--- src/rtl/calc_key_if.sv ---
// Keypad / arithmetic-unit bundle seen by the calc_key_entry block.
// Handshake: a key event is the rising edge of btn_press, and the class flags and
// values are sampled in that same cycle. res_valid is a one-cycle strobe that
// qualifies res_bcd. calc_start is a one-cycle request with no ready path; the
// arithmetic unit must accept it and answer later with res_valid. The master
// (scanner, arithmetic unit or bench) drives the inputs; the slave is the entry block.
interface calc_key_if #(
   parameter int DIGITS = 4
);
   logic                  btn_press;
   logic                  is_num;
   logic                  is_op;
   logic                  is_eq;
   logic [3:0]            num_val;
   logic [1:0]            op_val;
   logic                  res_valid;
   logic [4*DIGITS-1:0]   res_bcd;
   logic [4*DIGITS-1:0]   opnd_a;
   logic [4*DIGITS-1:0]   opnd_b;
   logic [1:0]            op_code;
   logic                  calc_start;
   logic [4*DIGITS-1:0]   disp_bcd;
   logic [1:0]            entry_state;

   modport master (
      output btn_press, is_num, is_op, is_eq, num_val, op_val, res_valid, res_bcd,
      input  opnd_a, opnd_b, op_code, calc_start, disp_bcd, entry_state
   );

   modport slave (
      input  btn_press, is_num, is_op, is_eq, num_val, op_val, res_valid, res_bcd,
      output opnd_a, opnd_b, op_code, calc_start, disp_bcd, entry_state
   );
endinterface

--- src/rtl/calc_key_entry.sv ---
// Calculator key-entry block: builds two BCD operands and an operator from key
// events, issues a compute request on '=', and loads the result back as operand A
// so that calculations can be chained. All outputs are registered.
module calc_key_entry #(
   parameter int DIGITS = 4
) (
   input  logic        clk,
   input  logic        rst,
   calc_key_if.slave   bus
);
   localparam int W  = 4 * DIGITS;
   localparam int CW = $clog2(DIGITS + 1);
   localparam logic [CW-1:0] CNT_FULL = CW'(DIGITS);

   typedef enum logic [1:0] {
      ENTER_A  = 2'd0,
      ENTER_B  = 2'd1,
      WAIT_RES = 2'd2,
      SHOW_RES = 2'd3
   } state_t;

   state_t          state_q, state_d;
   logic [W-1:0]    a_q, a_d;
   logic [W-1:0]    b_q, b_d;
   logic [1:0]      op_q, op_d;
   logic [CW-1:0]   cnt_a_q, cnt_a_d;
   logic [CW-1:0]   cnt_b_q, cnt_b_d;
   logic            entb_q, entb_d;
   logic            start_q, start_d;
   logic [W-1:0]    disp_q, disp_d;
   logic            prev_btn_q;

   logic            key_evt;
   logic            digit_evt;
   logic            op_evt;
   logic            eq_evt;

   // Shift one digit into an operand; leading zeros are not counted and a full
   // operand ignores further digits. Returns {count, value}.
   function automatic logic [CW+W-1:0] enter_digit(input logic [CW-1:0] cnt,
                                                   input logic [W-1:0]  x,
                                                   input logic [3:0]    d);
      logic [CW-1:0] cnt_n;
      logic [W-1:0]  x_n;
      cnt_n = cnt;
      x_n   = x;
      if ((cnt < CNT_FULL) && !((cnt == '0) && (d == 4'd0))) begin
         x_n   = (x << 4) | W'(d);
         cnt_n = cnt + 1'b1;
      end
      return {cnt_n, x_n};
   endfunction

   // Decode key events (rising edge of btn_press, digit > op > eq) and compute next state.
   always_comb begin
      key_evt   = bus.btn_press && !prev_btn_q;
      digit_evt = key_evt && bus.is_num && (bus.num_val <= 4'd9);
      op_evt    = key_evt && !bus.is_num && bus.is_op;
      eq_evt    = key_evt && !bus.is_num && !bus.is_op && bus.is_eq;

      state_d = state_q;
      a_d     = a_q;
      b_d     = b_q;
      op_d    = op_q;
      cnt_a_d = cnt_a_q;
      cnt_b_d = cnt_b_q;
      entb_d  = entb_q;
      start_d = 1'b0;

      case (state_q)
         ENTER_A: begin
            if (digit_evt) begin
               {cnt_a_d, a_d} = enter_digit(cnt_a_q, a_q, bus.num_val);
            end else if (op_evt) begin
               op_d    = bus.op_val;
               b_d     = '0;
               cnt_b_d = '0;
               entb_d  = 1'b0;
               state_d = ENTER_B;
            end
         end
         ENTER_B: begin
            if (digit_evt) begin
               {cnt_b_d, b_d} = enter_digit(cnt_b_q, b_q, bus.num_val);
               entb_d = 1'b1;
            end else if (op_evt) begin
               // The operator may be corrected only until B has its first digit.
               if (!entb_q) op_d = bus.op_val;
            end else if (eq_evt && entb_q) begin
               start_d = 1'b1;
               state_d = WAIT_RES;
            end
         end
         WAIT_RES: begin
            // Keys are dropped here; the result wins even if a key arrives with it.
            if (bus.res_valid) begin
               a_d     = bus.res_bcd;
               cnt_a_d = CNT_FULL;
               state_d = SHOW_RES;
            end
         end
         SHOW_RES: begin
            if (digit_evt) begin
               {cnt_a_d, a_d} = enter_digit('0, '0, bus.num_val);
               state_d = ENTER_A;
            end else if (op_evt) begin
               op_d    = bus.op_val;
               b_d     = '0;
               cnt_b_d = '0;
               entb_d  = 1'b0;
               state_d = ENTER_B;
            end
         end
         default: state_d = ENTER_A;
      endcase

      disp_d = ((state_d == ENTER_B) && entb_d) ? b_d : a_d;
   end

   // State and output registers; the previous-press register resets high so a key
   // held across reset does not register as an event.
   always_ff @(posedge clk) begin
      if (rst) begin
         state_q    <= ENTER_A;
         a_q        <= '0;
         b_q        <= '0;
         op_q       <= '0;
         cnt_a_q    <= '0;
         cnt_b_q    <= '0;
         entb_q     <= 1'b0;
         start_q    <= 1'b0;
         disp_q     <= '0;
         prev_btn_q <= 1'b1;
      end else begin
         state_q    <= state_d;
         a_q        <= a_d;
         b_q        <= b_d;
         op_q       <= op_d;
         cnt_a_q    <= cnt_a_d;
         cnt_b_q    <= cnt_b_d;
         entb_q     <= entb_d;
         start_q    <= start_d;
         disp_q     <= disp_d;
         prev_btn_q <= bus.btn_press;
      end
   end

   assign bus.opnd_a      = a_q;
   assign bus.opnd_b      = b_q;
   assign bus.op_code     = op_q;
   assign bus.calc_start  = start_q;
   assign bus.disp_bcd    = disp_q;
   assign bus.entry_state = state_q;
endmodule

--- src/flat_wrapper.sv ---
// flat-port wrapper written by rule: the top's interface ports become plain ports
module calc_key_entry_flat 
#(
   parameter int DIGITS = 4
)
  (clk, rst, bus_btn_press, bus_is_num, bus_is_op, bus_is_eq, bus_num_val, bus_op_val, bus_res_valid, bus_res_bcd, bus_opnd_a, bus_opnd_b, bus_op_code, bus_calc_start, bus_disp_bcd, bus_entry_state);
  calc_key_if #(.DIGITS(DIGITS)) bus_i ();
  input  logic clk;
  input  logic rst;
  input wire logic [$bits(bus_i.btn_press)-1:0] bus_btn_press;
  input wire logic [$bits(bus_i.is_num)-1:0] bus_is_num;
  input wire logic [$bits(bus_i.is_op)-1:0] bus_is_op;
  input wire logic [$bits(bus_i.is_eq)-1:0] bus_is_eq;
  input wire logic [$bits(bus_i.num_val)-1:0] bus_num_val;
  input wire logic [$bits(bus_i.op_val)-1:0] bus_op_val;
  input wire logic [$bits(bus_i.res_valid)-1:0] bus_res_valid;
  input wire logic [$bits(bus_i.res_bcd)-1:0] bus_res_bcd;
  output wire logic [$bits(bus_i.opnd_a)-1:0] bus_opnd_a;
  output wire logic [$bits(bus_i.opnd_b)-1:0] bus_opnd_b;
  output wire logic [$bits(bus_i.op_code)-1:0] bus_op_code;
  output wire logic [$bits(bus_i.calc_start)-1:0] bus_calc_start;
  output wire logic [$bits(bus_i.disp_bcd)-1:0] bus_disp_bcd;
  output wire logic [$bits(bus_i.entry_state)-1:0] bus_entry_state;
  assign bus_i.btn_press = bus_btn_press;
  assign bus_i.is_num = bus_is_num;
  assign bus_i.is_op = bus_is_op;
  assign bus_i.is_eq = bus_is_eq;
  assign bus_i.num_val = bus_num_val;
  assign bus_i.op_val = bus_op_val;
  assign bus_i.res_valid = bus_res_valid;
  assign bus_i.res_bcd = bus_res_bcd;
  assign bus_opnd_a = bus_i.opnd_a;
  assign bus_opnd_b = bus_i.opnd_b;
  assign bus_op_code = bus_i.op_code;
  assign bus_calc_start = bus_i.calc_start;
  assign bus_disp_bcd = bus_i.disp_bcd;
  assign bus_entry_state = bus_i.entry_state;
  calc_key_entry #(.DIGITS(DIGITS)) u_core (.clk(clk), .rst(rst), .bus(bus_i));
endmodule
--- config.mk ---
export PLATFORM = sky130hd
export DESIGN_NAME = calc_key_entry_flat
export DESIGN_NICKNAME = d
export VERILOG_FILES = /design/src/rtl/calc_key_if.sv /design/src/rtl/calc_key_entry.sv /design/src/flat_wrapper.sv
export SDC_FILE = /design/constraint.sdc
export NUM_CORES = 1
export LEC_CHECK = 0
export CAP_MARGIN = 30
export CELL_PAD_IN_SITES_DETAIL_PLACEMENT = 1
export CELL_PAD_IN_SITES_GLOBAL_PLACEMENT = 1
export CORE_ASPECT_RATIO = 1.2
export CORE_MARGIN = 3
export CORE_UTILIZATION = 38
export CTS_CLUSTER_SIZE = 20
export DETAILED_ROUTE_END_ITERATION = 16
export GPL_ROUTABILITY_DRIVEN = 0
export PLACE_DENSITY_LB_ADDON = 0.3
export SLEW_MARGIN = 20
export SYNTH_ARGS = -nofsm -noshare
export SYNTH_HDL_FRONTEND = slang
export SYNTH_SLANG_ARGS = --single-unit
--- constraint.sdc ---
create_clock -name clk -period 5.35 [get_ports clk]
set_clock_uncertainty 0.15 [all_clocks]
set_input_delay 1.07 -clock clk [delete_from_list [all_inputs] [get_ports clk]]
set_output_delay 1.07 -clock clk [all_outputs]
set_load 0.05 [all_outputs]
# Word-level counts from Yosys, hierarchy flattened
# Index checks and enable logic that the tools add are counted.
# Widths: inputs -> output; s select.
[classes]
addsub = 2
magnitude_cmp = 3
n_eq_ne = 15
mux = 42
n_bitwise = 3
n_reduce_logical = 29
[op_table]
columns = ["cell", "count"]
rows = [
  ["$mux 16", 9],
  ["$pmux 16 s3", 1],
  ["$or 16x4->16", 2],
  ["$pmux 16 s2", 1],
  ["$mux 2", 12],
  ["$mux 3", 8],
  ["$ne 2x1->1 const B", 7],
  ["$logic_and 1x1->1", 13],
  ["$reduce_and 5->1", 2],
  ["$pmux 3 s3", 1],
  ["$ne 2x2->1 const B", 4],
  ["$pmux 2 s4", 1],
  ["$add 3x1->3 const B", 2],
  ["$logic_not 3->1", 2],
  ["$lt 3x3->1 const B", 2],
  ["$pmux 3 s2", 1],
  ["$reduce_and 6->1", 1],
  ["$logic_not 1->1", 5],
  ["$mux 1", 5],
  ["$eq 2x1->1 const B", 2],
  ["$eq 2x2->1 const B", 2],
  ["$le 4x4->1 const B", 1],
  ["$logic_not 4->1", 1],
  ["$mux 4", 1],
  ["8 further kinds", 8],
]
[totals]
reg_bits = 61
inputBits = 29
output_inout_bits = 53
elab_cells = 104

# Depth between registers and ports, before layout
# Gate-level depths: netlist of the first run.
[logic_depth]
ltp_word = 13
depth_mapped = 11
mapped_depth_nobuf = 8

# Worst setup path after synthesis of the first run
# No wires, ideal clock.
[synth_timing]
kind = "input port to flip-flop"
from = "input port bus_num_val[3]"
to = "register u_core.disp_q[3] (netlist: u_core.bus.disp_bcd[3])"
setup_time_ps = 135
arrival_ps = 2543
required_ps = 5065
path_slack_ps = 2522
path_stages = 6
n_path_buf = 0
path_cell_list = "or4_4 > o2111a_2 > a221oi_1 > nor2_1 > a211oi_2 > a211oi_1"
[synth_via]
elab_chain_len = 8
word_cells_on_any_way = 30
classes_between = "order compare: 1; eq/ne: 1; mux: 17; bitwise: 2; reduce/logical: 9"
[synth_lines]
columns = ["item", "line", "text"]
rows = [
  ["start, declared", "flat_wrapper.sv:14", "input wire logic [$bits(bus_i.num_val)-1:0] bus_num_val;"],
  ["branches (longest 7 deep; another with $le 4x4->1)", "n/a", ""],
  ["$mux 16 (*)", "calc_key_entry.sv:117", "disp_d = ((state_d == ENTER_B) && entb_d) ? b_d : a_d;"],
  ["end signal, assigned", "calc_key_entry.sv:143", "disp_q <= disp_d;"],
  ["end, declared", "calc_key_entry.sv:30", "logic [W-1:0] disp_q, disp_d;"],
]
# Mark *: on every way between the ends.
# A chain may end at the register's enable or synchronous reset.

# Final worst setup path of the first run
[layout_timing]
from = "input port bus_num_val[1]"
to = "register u_core.disp_q[1] (netlist: u_core.bus.disp_bcd[1])"
# The elaborated chain is that of the path after synthesis.

==> flow_summary.toml, run 1 <==
[routing]
drc = 0
drt_iter0_markers = 135
drt_first_pass_iters = 4
vias = 2867
avgRoutedWirePerCell_um = 20.1
routed_wl_mm = 9.84
via_per_inst = 5.85
ant_nets = 0

[floorplanning]
initial_core_util_pct = 39.8
die_y_um = 103
core_area_um2 = 7400
num_rows = 34
die_w_um = 86.4
ios = 82
design.die.area_um2 = 8860

[sta]
finalSetupViolations = 0
fin_crit_ns = 3.47
fmaxAchievable_ghz = 0.288
tightest_slew_ns = 0.945
rsz0062_at_grt = "false"
relSlewSlack_pct = 36.6
final_hold_viol_count = 0
post-route-period-util_pct = 64.9
holdWs_ns = 0.331
tns_ns = 0
slew_viol_final = 0

[worst_setup_path]
endpoint_kind = "flop"
arrival_ns = 3.56
reg2reg_to = "u_core.bus.disp_bcd[1]$_SDFF_PP0_"
r2r_start = "u_core.bus.entry_state[1]$_SDFF_PP0_"
reg2regPathDepth = 9
path_max_fanout = 13
startpoint_type = "primary input"
crit_required_ns = 5.43
cp_common_cell = "a211oi_1"
cpMaxStageDelayCell = "nor3_2"
critical_path_class = "in -> reg"
r2r_slack_ns = 1.96
cpPeakStageDelay_ns = 0.77
cp_cell_sequence = "clkdlybuf4s50_1 -> o21a_1 -> o41ai_2 -> a21oi_1 -> nor3_2 -> a211oi_1 -> a211oi_1"

[clocking]
path_clk_slew_ns = 0.07
cts_setup_buffers = 0
htreeDepth = 3
clock_latency_ns = 0.34
cts_buffers = 9
cts-root-buf = "clkbuf_8"
cts_buffer_depth = 2
cts_resized = 0
clock_sinks = 61
cts_hold_buf = 0
cts_tree = "yes"

[global_routing]
grt_busiest_layer = "met2"
antenna_found_initial = 0
grt_overflow = 0
gr-usage-met2_pct = 40.4
use_met1_pct = 26.4
grt_pass1_vias = 2999
grt_util_met3_pct = 3.76
grt_max_degree = 36
gr-usage-all-layers_pct = 22.6
grt_pass1_wl_mm = 15.4

[layout]
final_cell_mix = "clkdlybuf4s50_1, dfxtp_1, nor2_1"
final_common_cell = "clkdlybuf4s50_1"
utilization_pct = 54.3
fill_cells = 870
multi_input_area_um2 = 1570
num_antenna_cells = 0
layout.nets = 432
area_growth_pct = 36.4
drive_above_1_share_pct = 12.3
register_area_um2 = 1220
fin_cells = 490

[outcome]
status = "complete, no violations"

[flow_run]
maxCapViolations = 0

[worst_hold_path]
holdPathStages = 2
hold_class = "reg -> reg"
min_from = "u_core.cnt_b_q[0]$_SDFFE_PP0P_"
min_to = "u_core.cnt_b_q[0]$_SDFFE_PP0P_"

[synthesis]
synth-seq-cells = 61
synth_ff_type = "dfxtp_1"
ys_seq_area_share_pct = 41.4
ys_types = 56
synth_cells = 323
syn_nets = 360
synth_edf_count = 0
netlist_area_um2 = 2950
ys_async_sr_fraction_pct = 0
synth_area_per_cell_um2 = 9.13
yosysWarnings = 0

[pwr]
p_per_area_nw_per_um2 = 259
vdd_drop_max_mv = 0.137
leakage_nw = 1.47

[place]
place_inst = 473
port_buffers = 81
post-dp-hpwl_mm = 6.96
Yosys cell counts (all sizes together), types with 2 or more instances:
library cell  number  area (um2)
and4bb             2        25.0
a22oi             11        82.6
o22a               4        35.0
a221oi            13         139
a22o               6        52.6
o22ai              2        12.5
a32oi              2        17.5
buf               10        71.3
a21oi             22         129
clkbuf            13        50.0
dfxtp             61        1220
o21bai             3        26.3
o21a               5        37.5
o2bb2ai            5        43.8
nor2              53         199
inv               10        37.5
or2                4        25.0
nor2b              8        50.1
nand3b             2        15.0
nor3b              2        15.0
a211oi            17         143
nand2             12        45.0
ha                 8         100
o21ai              8        40.0
mux2i              2        20.0
nor3              13        75.1
a221o              3        32.5
mux2               3        33.8
and2               2        12.5
nor4bb             2        20.0
worst max-delay path, delay by kind of cell:
family	cells	cell delay, ns
AO/OA/AOI/OAI	5	1.14
buffers and inverters	1	0.56
AND/OR/NAND/NOR	1	0.77
state kept, by name, summed over array words and instances (netlist names):
signal,cells
u_core.bus.entry_state,2
u_core.cnt_a_q,3
u_core.bus.calc_start,1
u_core.bus.opnd_a,16
u_core.prev_btn_q,1
u_core.bus.op_code,2
u_core.bus.opnd_b,16
u_core.bus.disp_bcd,16
u_core.entb_q,1
u_core.cnt_b_q,3
per-layer routing:
metal / vias to the layer above / routed length, um
met5: - / 0
li1: 1339 / -
met1: 1418 / 4150
met3: 18 / 443
met2: 92 / 4970
met4: 0 / 278
power breakdown:
group,internal (W),leakage [nW],switching [W]
clock network,0.000322,0.121,0.000184
registers,0.000457,0.492,0.00000245
logic,0.0000331,0.854,0.0000423
total,0.000812,1.47,0.000228
area by class of cell:
type / count / area share (%)
multi-input cells: 228 / 38.9
flip-flops and latches: 61 / 30.4
repair buffers: 84 / 20.9
clock buffers: 12 / 3.61
well taps: 90 / 2.80
clock inverters: 4 / 2.36
inverters: 11 / 1.03
stage by stage:
stage | total power [W] | area [um2] | setup WS [ns]
floorplan | 0.000506 | 2950 | 2.52
global placement | 0.000540 | 3750 | 1.62
detailed placement | 0.000544 | 3770 | 1.61
CTS | 0.00105 | 4010 | 1.93
global route | 0.00107 | 4020 | 1.71
finish | 0.00104 | 4020 | 1.88
kinds of logic after synthesis:
kind of cell	after synthesis	share of synthesized area [%]
buffers and inverters	34	5.52
adder cells (fa/ha/maj)	8	3.39
multiplexers	5	1.82
flip-flops	61	41.4
AO/OA/AOI/OAI	109	30.0
AND/OR/NAND/NOR	106	17.9
worst max path at each step:
stage | start | end | slack, ns
floorplan | bus_num_val[3] | u_core.bus.disp_bcd[3]$_SDFF_PP0_ | 2.52
global placement | bus_num_val[3] | u_core.bus.disp_bcd[4]$_SDFF_PP0_ | 1.62
detailed placement | bus_num_val[2] | u_core.bus.disp_bcd[4]$_SDFF_PP0_ | 1.61
CTS | bus_num_val[1] | u_core.bus.disp_bcd[1]$_SDFF_PP0_ | 1.93
global route | u_core.bus.entry_state[1]$_SDFF_PP0_ | u_core.bus.disp_bcd[1]$_SDFF_PP0_ | 1.71
finish | bus_num_val[1] | u_core.bus.disp_bcd[1]$_SDFF_PP0_ | 1.88
Power figures use the tool's default switching activity.
==> run 2, diff against run 1 <==
--- a/config.mk
+++ b/config.mk
@@ -10,7 +10,7 @@
 export CELL_PAD_IN_SITES_GLOBAL_PLACEMENT = 1
 export CORE_ASPECT_RATIO = 1.2
 export CORE_MARGIN = 3
-export CORE_UTILIZATION = 38
+export CORE_UTILIZATION = 36
 export CTS_CLUSTER_SIZE = 20
 export DETAILED_ROUTE_END_ITERATION = 16
 export GPL_ROUTABILITY_DRIVEN = 0
==> constraint.sdc (replaced) <==
create_clock -name clk -period 3.6 [get_ports clk]
set_clock_uncertainty 0.15 [all_clocks]
set_input_delay 0.72 -clock clk [delete_from_list [all_inputs] [get_ports clk]]
set_output_delay 0.72 -clock clk [all_outputs]
set_load 0.05 [all_outputs]
==> run 2 against run 1 <==
  * Cell area up 0.50%
  * Register-to-register slack got worse by 1.3 ns
  * Critical path depth is the same
  * Worst setup slack lost 1.4 ns
  * Power is 45% higher
  * Die area rose by 5.2%
  * Utilization decreased by 2.8 points
  * Combinational power rose by 47%
  * Sequential power rose by 49%
  * Flip-flop and latch count is the same
  * Routed wire length decreased by 1.2%
  * Sequential share of layout area decreased by 0.15 points
  * Largest cell class unchanged
==> flow_summary.toml, run 2 (synthesized netlist as in run 1, its figures left out) <==
[place]
port_buffers = 81
post-dp-hpwl_mm = 7.01
place_ws_ns = 0.213

[floorplanning]
num_rows = 35
die_y_um = 105
ios = 82
design.die.area_um2 = 9320
initial_core_util_pct = 37.6
core_area_um2 = 7840
die_w_um = 88.6

[worst_setup_path]
reg2regPathDepth = 7
arrival_ns = 3.18
startpoint_type = "primary input"
path_max_fanout = 25
crit_required_ns = 3.70
critical_path_class = "in -> reg"
endpoint_kind = "flop"

[global_routing]
antenna_found_initial = 0
grt_busiest_layer = "met2"
grt_max_degree = 52
grt_util_met3_pct = 4.57
gr-usage-met2_pct = 34.9
grt_pass1_vias = 2949
use_met1_pct = 26.8
gr-usage-all-layers_pct = 21.3
grt_pass1_wl_mm = 15.3
grt_overflow = 0

[clocking]
path_clk_slew_ns = 0.07
cts_buffer_depth = 2
cts_buffers = 9
cts_setup_buffers = 0
cts_hold_buf = 0
cts_tree = "yes"
cts_resized = 0
htreeDepth = 3
clock_sinks = 61
clock_latency_ns = 0.33
cts-root-buf = "clkbuf_8"

[outcome]
status = "complete, no violations"

[worst_hold_path]
holdPathStages = 2
hold_class = "reg -> reg"

[sta]
post-route-period-util_pct = 85.6
final_hold_viol_count = 0
finalSetupViolations = 0
rsz0062_at_grt = "false"
setup_slack_ns = 0.519
fmaxAchievable_ghz = 0.325
tns_ns = 0
tightest_slew_ns = 0.603
fin_crit_ns = 3.08
slew_viol_final = 0
relSlewSlack_pct = 59.8

[flow_run]
maxCapViolations = 0

[routing]
via_per_inst = 5.76
vias = 2859
drt_first_pass_iters = 4
routed_wl_mm = 9.73
drc = 0
avgRoutedWirePerCell_um = 19.6
drt_iter0_markers = 178
ant_nets = 0

[pwr]
leakage_nw = 1.48
vdd_drop_max_mv = 0.207
finalPower_w = 0.00151
p_per_area_nw_per_um2 = 374

[layout]
final_common_cell = "clkdlybuf4s50_1"
drive_above_1_share_pct = 13.6
area_growth_pct = 37.0
num_antenna_cells = 0
final_cell_mix = "clkdlybuf4s50_1, dfxtp_1, nor2_1"
layout.nets = 437
[run 2: worst max-delay path: stages]
cell	delay (ns)
clkdlybuf4s50_1	0.54
or4_4	0.62
o211ai_2	0.17
a221o_2	0.57
nand2_1	0.15
a211o_1	0.32
o21ai_0	0.07
[run 2: where the power goes]
group	switching (W)	internal (W)
clock	0.000273	0.000443
sequential	0.00000369	0.000679
combinational	0.0000624	0.0000490
[run 2: worst paths after layout]
kind | from | to | slack [ns]
worst min register to register | u_core.cnt_b_q[0]$_SDFFE_PP0P_ | u_core.cnt_b_q[0]$_SDFFE_PP0P_ | 0.35
worst max register to register | u_core.bus.entry_state[1]$_SDFF_PP0_ | u_core.bus.disp_bcd[8]$_SDFF_PP0_ | 0.66
worst max-delay path | bus_num_val[3] | u_core.bus.disp_bcd[4]$_SDFF_PP0_ | 0.52
worst min-delay path | u_core.cnt_b_q[0]$_SDFFE_PP0P_ | u_core.cnt_b_q[0]$_SDFFE_PP0P_ | 0.35
[run 2: through the flow]
stage / utilization, % / instances / hold slack (ns) / area [um2]
5_1_grt: 51.6 / 496 / 0.395 / 4040
3_5_place_dp: 48.6 / 481 / 0.345 / 3810
6_report: 51.6 / 496 / 0.351 / 4040
2_1_floorplan: - / 323 / 0.304 / 2950
3_3_place_gp: 48.6 / 481 / 0.314 / 3810
4_1_cts: 51.6 / 496 / 0.353 / 4040
[run 2: area by class of cell]
class | count | area [um2]
clock buffer | 12 | 165
clock inverter | 3 | 67.6
sequential | 61 | 1220
fill | 901 | 3800
timing repair buffer | 89 | 866
inverter | 11 | 41.3
multi-input combinational | 228 | 1570
tap | 92 | 115
[run 2: routing by layer]
layer / share of wire [%] / routed length [um]
met1: 42 / 4100
met2: 49 / 4790
met3: 6.2 / 602
met4: 2.4 / 235
met5: 0 / 0
